<file path="src/rtl/axi_bw_allocator_err.sv">
// B-channel allocator for one slave port: round-robin merge of N_INIT_PORT
// response sources, outstanding-write tracking, and DECERR generation for
// writes to unmapped addresses. The W burst of such a write is sunk here, and
// its error B is issued only after all earlier writes have returned their B.
module axi_bw_allocator_err #(
    parameter int unsigned AXI_USER_W  = 6,
    parameter int unsigned N_INIT_PORT = 4,
    parameter int unsigned N_TARG_PORT = 7,
    parameter int unsigned AXI_ID_IN   = 16,
    parameter int unsigned AXI_ID_OUT  = AXI_ID_IN + $clog2(N_TARG_PORT),
    parameter int unsigned CNT_W       = 10
) (
    input  logic                              clk,
    input  logic                              rst_n,
    input  logic [N_INIT_PORT*AXI_ID_OUT-1:0] bid_i,
    input  logic [N_INIT_PORT*2-1:0]          bresp_i,
    input  logic [N_INIT_PORT*AXI_USER_W-1:0] buser_i,
    input  logic [N_INIT_PORT-1:0]            bvalid_i,
    output logic [N_INIT_PORT-1:0]            bready_o,
    output logic [AXI_ID_IN-1:0]              bid_o,
    output logic [1:0]                        bresp_o,
    output logic [AXI_USER_W-1:0]             buser_o,
    output logic                              bvalid_o,
    input  logic                              bready_i,
    input  logic                              incr_req_i,
    output logic                              full_counter_o,
    output logic                              outstanding_trans_o,
    input  logic                              error_req_i,
    output logic                              error_gnt_o,
    input  logic [AXI_USER_W-1:0]             error_user_i,
    input  logic [AXI_ID_IN-1:0]              error_id_i,
    input  logic                              sample_awdata_info_i,
    input  logic                              err_wvalid_i,
    input  logic                              err_wlast_i,
    output logic                              err_wready_o
);

    localparam int unsigned PTR_W = (N_INIT_PORT > 1) ? $clog2(N_INIT_PORT) : 1;

    typedef enum logic [1:0] {
        IDLE       = 2'd0,
        WAIT_DRAIN = 2'd1,
        SINK_W     = 2'd2,
        SEND_B     = 2'd3
    } state_t;

    state_t                  state_q;
    logic [CNT_W-1:0]        cnt_q;
    logic [AXI_USER_W-1:0]   error_user_q;
    logic [AXI_ID_IN-1:0]    error_id_q;

    logic                    arb_en;
    logic [PTR_W-1:0]        gnt_idx;
    logic                    any_valid;
    logic                    norm_valid;
    logic                    norm_hs;

    logic [AXI_ID_IN-1:0]    bid_arr   [N_INIT_PORT];
    logic [1:0]              bresp_arr [N_INIT_PORT];
    logic [AXI_USER_W-1:0]   buser_arr [N_INIT_PORT];

    // Routing bits above AXI_ID_IN are intentionally dropped.
    logic unused_bid_bits;
    assign unused_bid_bits = ^bid_i;

    // Split the flat source buses into per-port fields, keeping only the low ID bits.
    for (genvar p = 0; p < N_INIT_PORT; p++) begin : g_split
        assign bid_arr[p]   = bid_i[p*AXI_ID_OUT +: AXI_ID_IN];
        assign bresp_arr[p] = bresp_i[p*2 +: 2];
        assign buser_arr[p] = buser_i[p*AXI_USER_W +: AXI_USER_W];
    end

    assign arb_en     = (state_q == IDLE) || (state_q == WAIT_DRAIN);
    assign norm_valid = any_valid & arb_en;
    assign norm_hs    = norm_valid & bready_i;

    if (N_INIT_PORT == 1) begin : g_single
        // Single source: direct binding, nothing to arbitrate.
        assign gnt_idx   = '0;
        assign any_valid = bvalid_i[0];
    end else begin : g_rr
        logic [PTR_W-1:0] rr_q;
        logic             lock_q;
        logic [PTR_W-1:0] lock_idx_q;
        logic [PTR_W-1:0] scan_idx;
        logic             scan_found;

        // First valid source at or above the RR pointer, wrapping around.
        always_comb begin
            int unsigned idx;
            idx        = 0;
            scan_idx   = rr_q;
            scan_found = 1'b0;
            for (int unsigned i = 0; i < N_INIT_PORT; i++) begin
                idx = (32'(rr_q) + i) % N_INIT_PORT;
                if (!scan_found && bvalid_i[PTR_W'(idx)]) begin
                    scan_found = 1'b1;
                    scan_idx   = PTR_W'(idx);
                end
            end
        end

        // A pending, unaccepted response pins the grant so the B payload stays stable.
        assign gnt_idx   = lock_q ? lock_idx_q : scan_idx;
        assign any_valid = lock_q ? bvalid_i[lock_idx_q] : scan_found;

        // RR pointer advances past the winner on handshake; lock tracks stalled grants.
        always_ff @(posedge clk or negedge rst_n) begin
            if (!rst_n) begin
                rr_q       <= '0;
                lock_q     <= 1'b0;
                lock_idx_q <= '0;
            end else if (norm_hs) begin
                rr_q   <= (gnt_idx == PTR_W'(N_INIT_PORT - 1)) ? '0 : gnt_idx + PTR_W'(1);
                lock_q <= 1'b0;
            end else if (norm_valid) begin
                lock_q     <= 1'b1;
                lock_idx_q <= gnt_idx;
            end
        end
    end

    // Merged B channel: error response in SEND_B, else the granted source.
    always_comb begin
        bvalid_o = 1'b0;
        bresp_o  = 2'b00;
        bid_o    = '0;
        buser_o  = '0;
        bready_o = '0;
        if (state_q == SEND_B) begin
            bvalid_o = 1'b1;
            bresp_o  = 2'b11;
            bid_o    = error_id_q;
            buser_o  = error_user_q;
        end else if (norm_valid) begin
            bvalid_o          = 1'b1;
            bresp_o           = bresp_arr[gnt_idx];
            bid_o             = bid_arr[gnt_idx];
            buser_o           = buser_arr[gnt_idx];
            bready_o[gnt_idx] = bready_i;
        end
    end

    // Outstanding-write counter; saturates at both ends, error B never decrements.
    always_ff @(posedge clk or negedge rst_n) begin
        if (!rst_n) begin
            cnt_q <= '0;
        end else begin
            case ({incr_req_i, norm_hs})
                2'b10:   if (cnt_q != '1) cnt_q <= cnt_q + CNT_W'(1);
                2'b01:   if (cnt_q != '0) cnt_q <= cnt_q - CNT_W'(1);
                default: cnt_q <= cnt_q;
            endcase
        end
    end

    assign outstanding_trans_o = (cnt_q != '0);
    assign full_counter_o      = (cnt_q == '1);

    // Capture AW info of the write that will receive DECERR.
    always_ff @(posedge clk or negedge rst_n) begin
        if (!rst_n) begin
            error_user_q <= '0;
            error_id_q   <= '0;
        end else if (sample_awdata_info_i) begin
            error_user_q <= error_user_i;
            error_id_q   <= error_id_i;
        end
    end

    // Error sequencing: drain earlier writes, sink W, then send the DECERR B.
    always_ff @(posedge clk or negedge rst_n) begin
        if (!rst_n) begin
            state_q <= IDLE;
        end else begin
            case (state_q)
                IDLE: begin
                    if (error_req_i) state_q <= outstanding_trans_o ? WAIT_DRAIN : SINK_W;
                end
                WAIT_DRAIN: begin
                    if (cnt_q == '0) state_q <= SINK_W;
                end
                SINK_W: begin
                    if (err_wvalid_i && err_wlast_i) state_q <= SEND_B;
                end
                SEND_B: begin
                    if (bready_i) state_q <= IDLE;
                end
                default: state_q <= IDLE;
            endcase
        end
    end

    assign err_wready_o = (state_q == SINK_W);
    assign error_gnt_o  = (state_q == SEND_B) && bready_i;

endmodule

</file>
<file path="config.mk">
export PLATFORM = sky130hd
export DESIGN_NAME = axi_bw_allocator_err
export DESIGN_NICKNAME = d
export VERILOG_FILES = /design/src/rtl/axi_bw_allocator_err.sv
export SDC_FILE = /design/constraint.sdc
export NUM_CORES = 1
export LEC_CHECK = 0
export ABC_AREA = 1
export CAP_MARGIN = 15
export CORE_UTILIZATION = 42
export DETAILED_ROUTE_END_ITERATION = 10
export PLACE_DENSITY = 0.82
export SLEW_MARGIN = 20
export SYNTH_ARGS = -nofsm -noshare
export SYNTH_HDL_FRONTEND = slang
export SYNTH_SLANG_ARGS = --single-unit
</file>
<file path="constraint.sdc">
create_clock -name clk -period 2.5 [get_ports clk]
set_input_delay 0.25 -clock clk [delete_from_list [all_inputs] [get_ports clk]]
set_output_delay 0.25 -clock clk [all_outputs]
set_load 0.02 [all_outputs]
</file>
=== Word level (Yosys, flattened, before mapping) ===
Index checks and enable logic that the tools add are counted.

* Output and inout port bits: 33
* Input bits: 142
* Bits in registers: 39

* Muxes and demuxes: 52
* Equality and inequality tests: 14
* Reduce and logical (&&, ||, !) cells: 18
* $add $sub $neg: 6
* Bitwise gates (word level): 5
* Order comparisons: 8

{| class="wikitable"
|+ Operator list
! kind !! count
|-
| $mux W16 || 4
|-
| $bmux W16 S2 || 1
|-
| $mux W2 || 14
|-
| $mux W6 || 4
|-
| $mux W10 || 2
|-
| $pmux W10 S2 || 1
|-
| $lt A2 B3 Y1 const B || 6
|-
| $mux W1 || 15
|-
| $bmux W6 S2 || 1
|-
| $add A10 B1 Y10 const B || 1
|-
| $bmux W1 S2 || 5
|-
| $eq A10 B10 Y1 const B || 1
|-
| $logic_not A10 Y1 || 1
|-
| $ne A10 B10 Y1 const B || 1
|-
| $reduce_bool A10 Y1 || 1
|-
| $sub A10 B1 Y10 const B || 1
|-
| $eq A2 B2 Y1 const B || 4
|-
| $mux W4 || 2
|-
| $ne A2 B2 Y1 const B || 4
|-
| $pmux W2 S4 || 1
|-
| $logic_and A1 B1 Y1 || 6
|-
| $add A2 B1 Y2 const B || 2
|-
| $add A2 B2 Y2 const B || 2
|-
| $and A4 B4 Y4 || 1
|-
| other kinds (16) || 22
|}

=== Longest topological paths before layout ===
Gate-level depths: netlist of the first run.

* Depth after elaboration: 20
* Gate-level depth with buffers: 22

=== Least setup slack after synthesis of the first run ===
Ideal clock, no wire load.

* Kind: flip-flop to output port
* Start point: register g_rr.rr_q[0]
* End point: output port bready_o[2]
* Arrival time: 2.153 ns
* Buffers on the path: 2
* Cell stages (with the launch flop): 18
* Required time: 2.250 ns
* Slack: 0.097 ns
* Cells stage by stage: dfrtp_1 -> buf_6 -> nand2_2 -> nand2_1 -> nand2_1 -> nand2_1 -> nor2_4 -> nand3_1 -> nand3_1 -> nand2_1 -> xor2_1 -> nand2_1 -> o21ai_4 -> inv_4 -> buf_6 -> ha_1 -> inv_1 -> nor2_1

* Cells in the longest elaborated chain, start to end: 20
* Elaborated cells on any way between the ends: 35
* Those cells by class: add/sub: 3; order compare: 2; mux: 21; bitwise: 2; reduce/logical: 7

{| class="wikitable"
|+ Ends and longest elaborated chain
! what !! RTL line !! RTL
|-
| start: declaration || 82 || <nowiki>logic [PTR_W-1:0] rr_q;</nowiki>
|-
| start signal: assignment || 114 || <nowiki>rr_q <= (gnt_idx == PTR_W'(N_INIT_PORT - 1)) ? '0 : gnt_idx + PTR_W'(1);</nowiki>
|-
| branches (longest 11 deep; another with $add A2 B1 Y2) || n/a ||
|-
| $mux W2 (*) || 96 || <nowiki>if (!scan_found && bvalid_i[PTR_W'(idx)]) begin</nowiki>
|-
| $mux W2 (*) || 104 || <nowiki>assign gnt_idx = lock_q ? lock_idx_q : scan_idx;</nowiki>
|-
| via gnt_idx[1] || 53 || <nowiki>logic [PTR_W-1:0] gnt_idx;</nowiki>
|-
| $lt A2 B3 Y1 (not written as such) or $ge A2 B1 Y1 (tied branches) || 140 || <nowiki>bready_o[gnt_idx] = bready_i;</nowiki>
|-
| $logic_and A1 B1 Y1 (not written as such) || 140 ||
|-
| $mux W1 (not written as such) || 140 ||
|-
| $demux W1 S2 (*) || 140 ||
|-
| $and A4 B4 Y4 (no source line) (*) || n/a ||
|-
| $mux W4 (*) || 135 || <nowiki>end else if (norm_valid) begin</nowiki>
|-
| $mux W4 (*) || 130 || <nowiki>if (state_q == SEND_B) begin</nowiki>
|-
| end: declaration || 19 || <nowiki>output logic [N_INIT_PORT-1:0] bready_o,</nowiki>
|}

Mark *: on every way through the listed nets, which the timed path passes. The select of a mux whose other input is x is not followed.

=== Final worst setup path of the first run ===
* Start point: register g_rr.rr_q[0]
* End point: output port bid_o[15]

* Cells in the longest elaborated chain, start to end: 19
* Elaborated cells on any way between the ends: 33
* Those cells by class: add/sub: 3; mux: 22; bitwise: 2; reduce/logical: 6

{| class="wikitable"
|+ Ends and longest elaborated chain
! what !! RTL line !! RTL
|-
| branches (longest 17 deep; another with $add A2 B1 Y2) || n/a ||
|-
| $mux W16 (*) || 135 ||
|-
| $mux W16 (*) || 130 ||
|-
| end: declaration || 20 || <nowiki>output logic [AXI_ID_IN-1:0] bid_o,</nowiki>
|}

Every way passes the cells marked *. The select of a mux whose other input is x is not followed.

==> summary.txt, run 1 <==
Logic synthesis
  – Syn_nets: ~740
  – Post-synth top area share: 0.2649
  – Post-synthesis register bit count: 39
  – Share of the yosys chip area belonging to registers: 0.2649
  – EDFF count, synth: 0
  – Netlist cell types: 37
  – Leading area contributor after synthesis: dfrtp_1
  – Asr flop ratio synth: 1.000
  – Mapped Area: 0.003685 mm²
  – Main synth FF type: dfrtp_1
  – Yosys warning total: 0
  – Cell count after synthesis: 586
  – Top cells by area, synth: dfrtp_1 26%, nand2_1 13%, nor2_1 9.6%
  – Synth Area per Inst: 6.288 µm²

Clocking
  – H-tree levels: 2
  – Maximum buffer depth of the clock tree: 2
  – CTS root buffer: clkbuf_8
  – CTS Hold Bufs: 0
  – CTS tree: yes
  – Clock transition at the registers of the reported paths: around 0.080 ns
  – Worst-Skew Late Latency: roughly 0.29 ns
  – TritonCTS buffer count: 5
  – Clock sink total: 39

Floorplan
  – Die W: 95.67 µm
  – Initial cell density of the core: 0.4418
  – CORE AREA: 0.008341 mm²
  – # rows: 33
  – I/O pins: 175
  – Die Y: 95.67 µm
  – Die area: 0.009152 mm²

Critical path
  – Kind of end point of the critical path: primary output
  – Top delay family on crit path: simple AND/OR/NAND/NOR gates
  – Crit Path Max Fanout: 6
  – Critical Path AT: 2.77 ns
  – Worst endpoint required time: approximately 2.3 ns
  – Cell Chain, Critical Path: buf_6, nand2_4, nand2_2, nand2_2, nand2_2, nor2_4, nand3_2, nand3_2, nand2_1, xor2_1, nand2_1, o21ai_4, buf_4, buf_4, o21ai_1, nand3_1, o21ai_1, buf_4
  – Crit path kind: flip-flop to primary output
  – Critical Path Source Type: flip-flop
  – Worst Path Buf+Inv: 4
  – Slowest stage cell, crit path: dfrtp_2
  – Max incr delay on CP: 0.46 ns

Timing
  – Post-route setup slack: -0.5187 ns
  – Max Clock Freq: 331.3 MHz
  – Slew Viols, Final: 0
  – Final Critical Period: 3.019 ns
  – Final setup fails: 31
  – Final Hold Viols: 0
  – Hold slack: 0.08999 ns
  – Worst slew margin: 0.3899
  – Actual slew at the worst max-slew pin: 0.9152 ns
  – Final clock skew: 0.003712 ns
  – RSZ-0062 raised after global routing: yes
  – Period utilisation layout: 1.207

Route
  – Residual DRC count: 0
  – Vias: 4718
  – Number of DRC markers in iteration 0: 248
  – Routed Antenna Nets: 0
  – Pre-antenna DRT Iters: 5
  – WL/cell: 16.04 µm
  – Final WL: between 10000 and 15000 µm
  – Vias per inst: between 5 and 6

Flow run
  – Max cap viols: 0

GRT
  – Total gr overflow: 0
  – Largest net degree at the start of global routing: 45
  – Vias in the first global route: 4569
  – Initial antenna violation count: 0
  – First-pass GRT wire length: 21980 µm
  – GRT Overall Usage: 0.3129

Finish
  – Layout area overhead: 67.03%
  – Fraction of layout cells with a size suffix above 1: 0.2636
  – N_diodes: 0
  – Commonest non-fill, non-tap cells in the layout: 132 x clkdlybuf4s50_1, 119 x nand2_1, 88 x nor2_1
  – Most common cell after layout, fill and taps aside: clkdlybuf4s50_1
  – Nets: 945

Min path
  – Worst min path class: input pin to asynchronous set/reset pin

Outcome
  – Violated checks: setup timing
  – Status: finished, violations left

Power and ir drop
  – Final Power: 0.01071 W
  – Max VDD drop: 0.9072 mV
  – Pleak: 2.870 nW
  – Power per cell area: 1740 mW/mm²

Place
  – PortBufs: roughly 160
  – Gpl congestion: 0.8882
  – Hpwl dp: ~11000 µm
  – Dpl ws: -0.8437 ns
==> cell type report <==
class	count	area, µm²
Sequential cell	39	978.4
Inverter	65	251.5
Clock inverter	2	12.51
Timing Repair Buffer	228	2216
Fill cell	681	2186
Clock buffer	6	72.57
Multi-Input combinational cell	453	2492
Tap cell	105	131.4
==> where the power goes <==
group	internal [W]	switching, W
combinational	0.00408	0.00519
sequential	0.000806	0.000209
clock	0.000195	0.000230
==> synth_stat cells (all sizes together) (2+ instances only) <==
master / instances
buf: 19
o211ai: 2
o41ai: 2
clkbuf: 10
or2: 2
inv: 65
nand3: 49
nand3b: 2
a21boi: 2
dfrtp: 39
nor2: 109
a21oi: 5
xor2: 4
nand4: 6
ha: 11
o22ai: 2
o21ai: 108
nor4: 3
nand2: 142
==> worst register-to-register path: cells and delay by family (launching register included) <==
kind                       cells  cell delay, ns
and+or+nand+nor               17            1.39
buffers and inverters          4            0.49
DFF                            1            0.46
adders and majority gates      1            0.18
==> kinds of logic after synthesis <==
kind of cell               share of synthesized area
and+or+nand+nor                               0.3728
AOI/OAI and AO/OA                             0.1993
buffers and inverters                         0.1161
DFF                                           0.2649
xor gates and xnor gates                    0.009507
adders and majority gates                    0.03735
==> stage by stage <==
stage / util / cells / TNS [ns] / cell area [µm²]
final: 0.7379 / 898 / -11.37 / 6155
after global routing: 0.7379 / 898 / -17.53 / 6155
after CTS: 0.7291 / 896 / -11.06 / 6081
after detailed placement: 0.6935 / 882 / -22.52 / 5784
after global placement: 0.6935 / 882 / -18.79 / 5784
after floorplan: - / 586 / 0 / 3685
==> per-layer routing <==
metal / vias to the layer above / routed length [µm] / track usage
met5: - / 0 / 0
li1: 2309 / - / -
met1: 2206 / 6136 / 0.4155
met4: 0 / 328 / 0.1007
met3: 28 / 896 / 0.04625
met2: 175 / 7046 / 0.5202
==> state kept, by name, summed over array words and instances, names as in the netlist <==
register / cells
cnt_q: 10
error_id_q: 16
error_user_q: 6
g_rr.lock_idx_q: 2
g_rr.lock_q: 1
g_rr.rr_q: 2
state_q: 2
==> repair_timing <==
action | CTS | global route
setup buffers | 5 | 2
pin swaps | 19 | 10
cloned | 1 | 1
endpoints found under the setup margin | 34 | 40
resized for setup | 198 | 23
==> path summary, 6_finish.rpt <==
check                           startpoint         endpoint  slack (ns)  cells after the start
min in group clk            error_id_i[15]   error_id_q[15]        0.52                      3
max in group asynchronous            rst_n     g_rr.rr_q[1]        1.79                      1
hold reg to reg            error_user_q[1]  error_user_q[1]        0.52                      2
setup reg to reg              g_rr.rr_q[0]         cnt_q[8]       -0.10                     22
hold / removal                       rst_n         cnt_q[5]        0.09                      1
setup / recovery              g_rr.rr_q[0]        bid_o[15]       -0.52                     18
No activity file was read; power rests on OpenSTA's default activity.
==> run 2, diff against run 1 <==
--- a/config.mk
+++ b/config.mk
@@ -8,6 +8,7 @@
 export ABC_AREA = 1
 export CAP_MARGIN = 15
 export CORE_UTILIZATION = 42
+export CTS_CLUSTER_DIAMETER = 120
 export DETAILED_ROUTE_END_ITERATION = 10
 export PLACE_DENSITY = 0.82
 export SLEW_MARGIN = 20
==> results of run 2 <==
Final layout, timing and power as in run 1 (identical DEF).
==> run 3, diff against run 2 <==
--- a/config.mk
+++ b/config.mk
@@ -6,7 +6,7 @@
 export NUM_CORES = 1
 export LEC_CHECK = 0
 export ABC_AREA = 1
-export CAP_MARGIN = 15
+export CAP_MARGIN = 20
 export CORE_UTILIZATION = 42
 export CTS_CLUSTER_DIAMETER = 120
 export DETAILED_ROUTE_END_ITERATION = 10
==> results of run 3 <==
Final layout, timing and power as in run 1 (identical DEF).
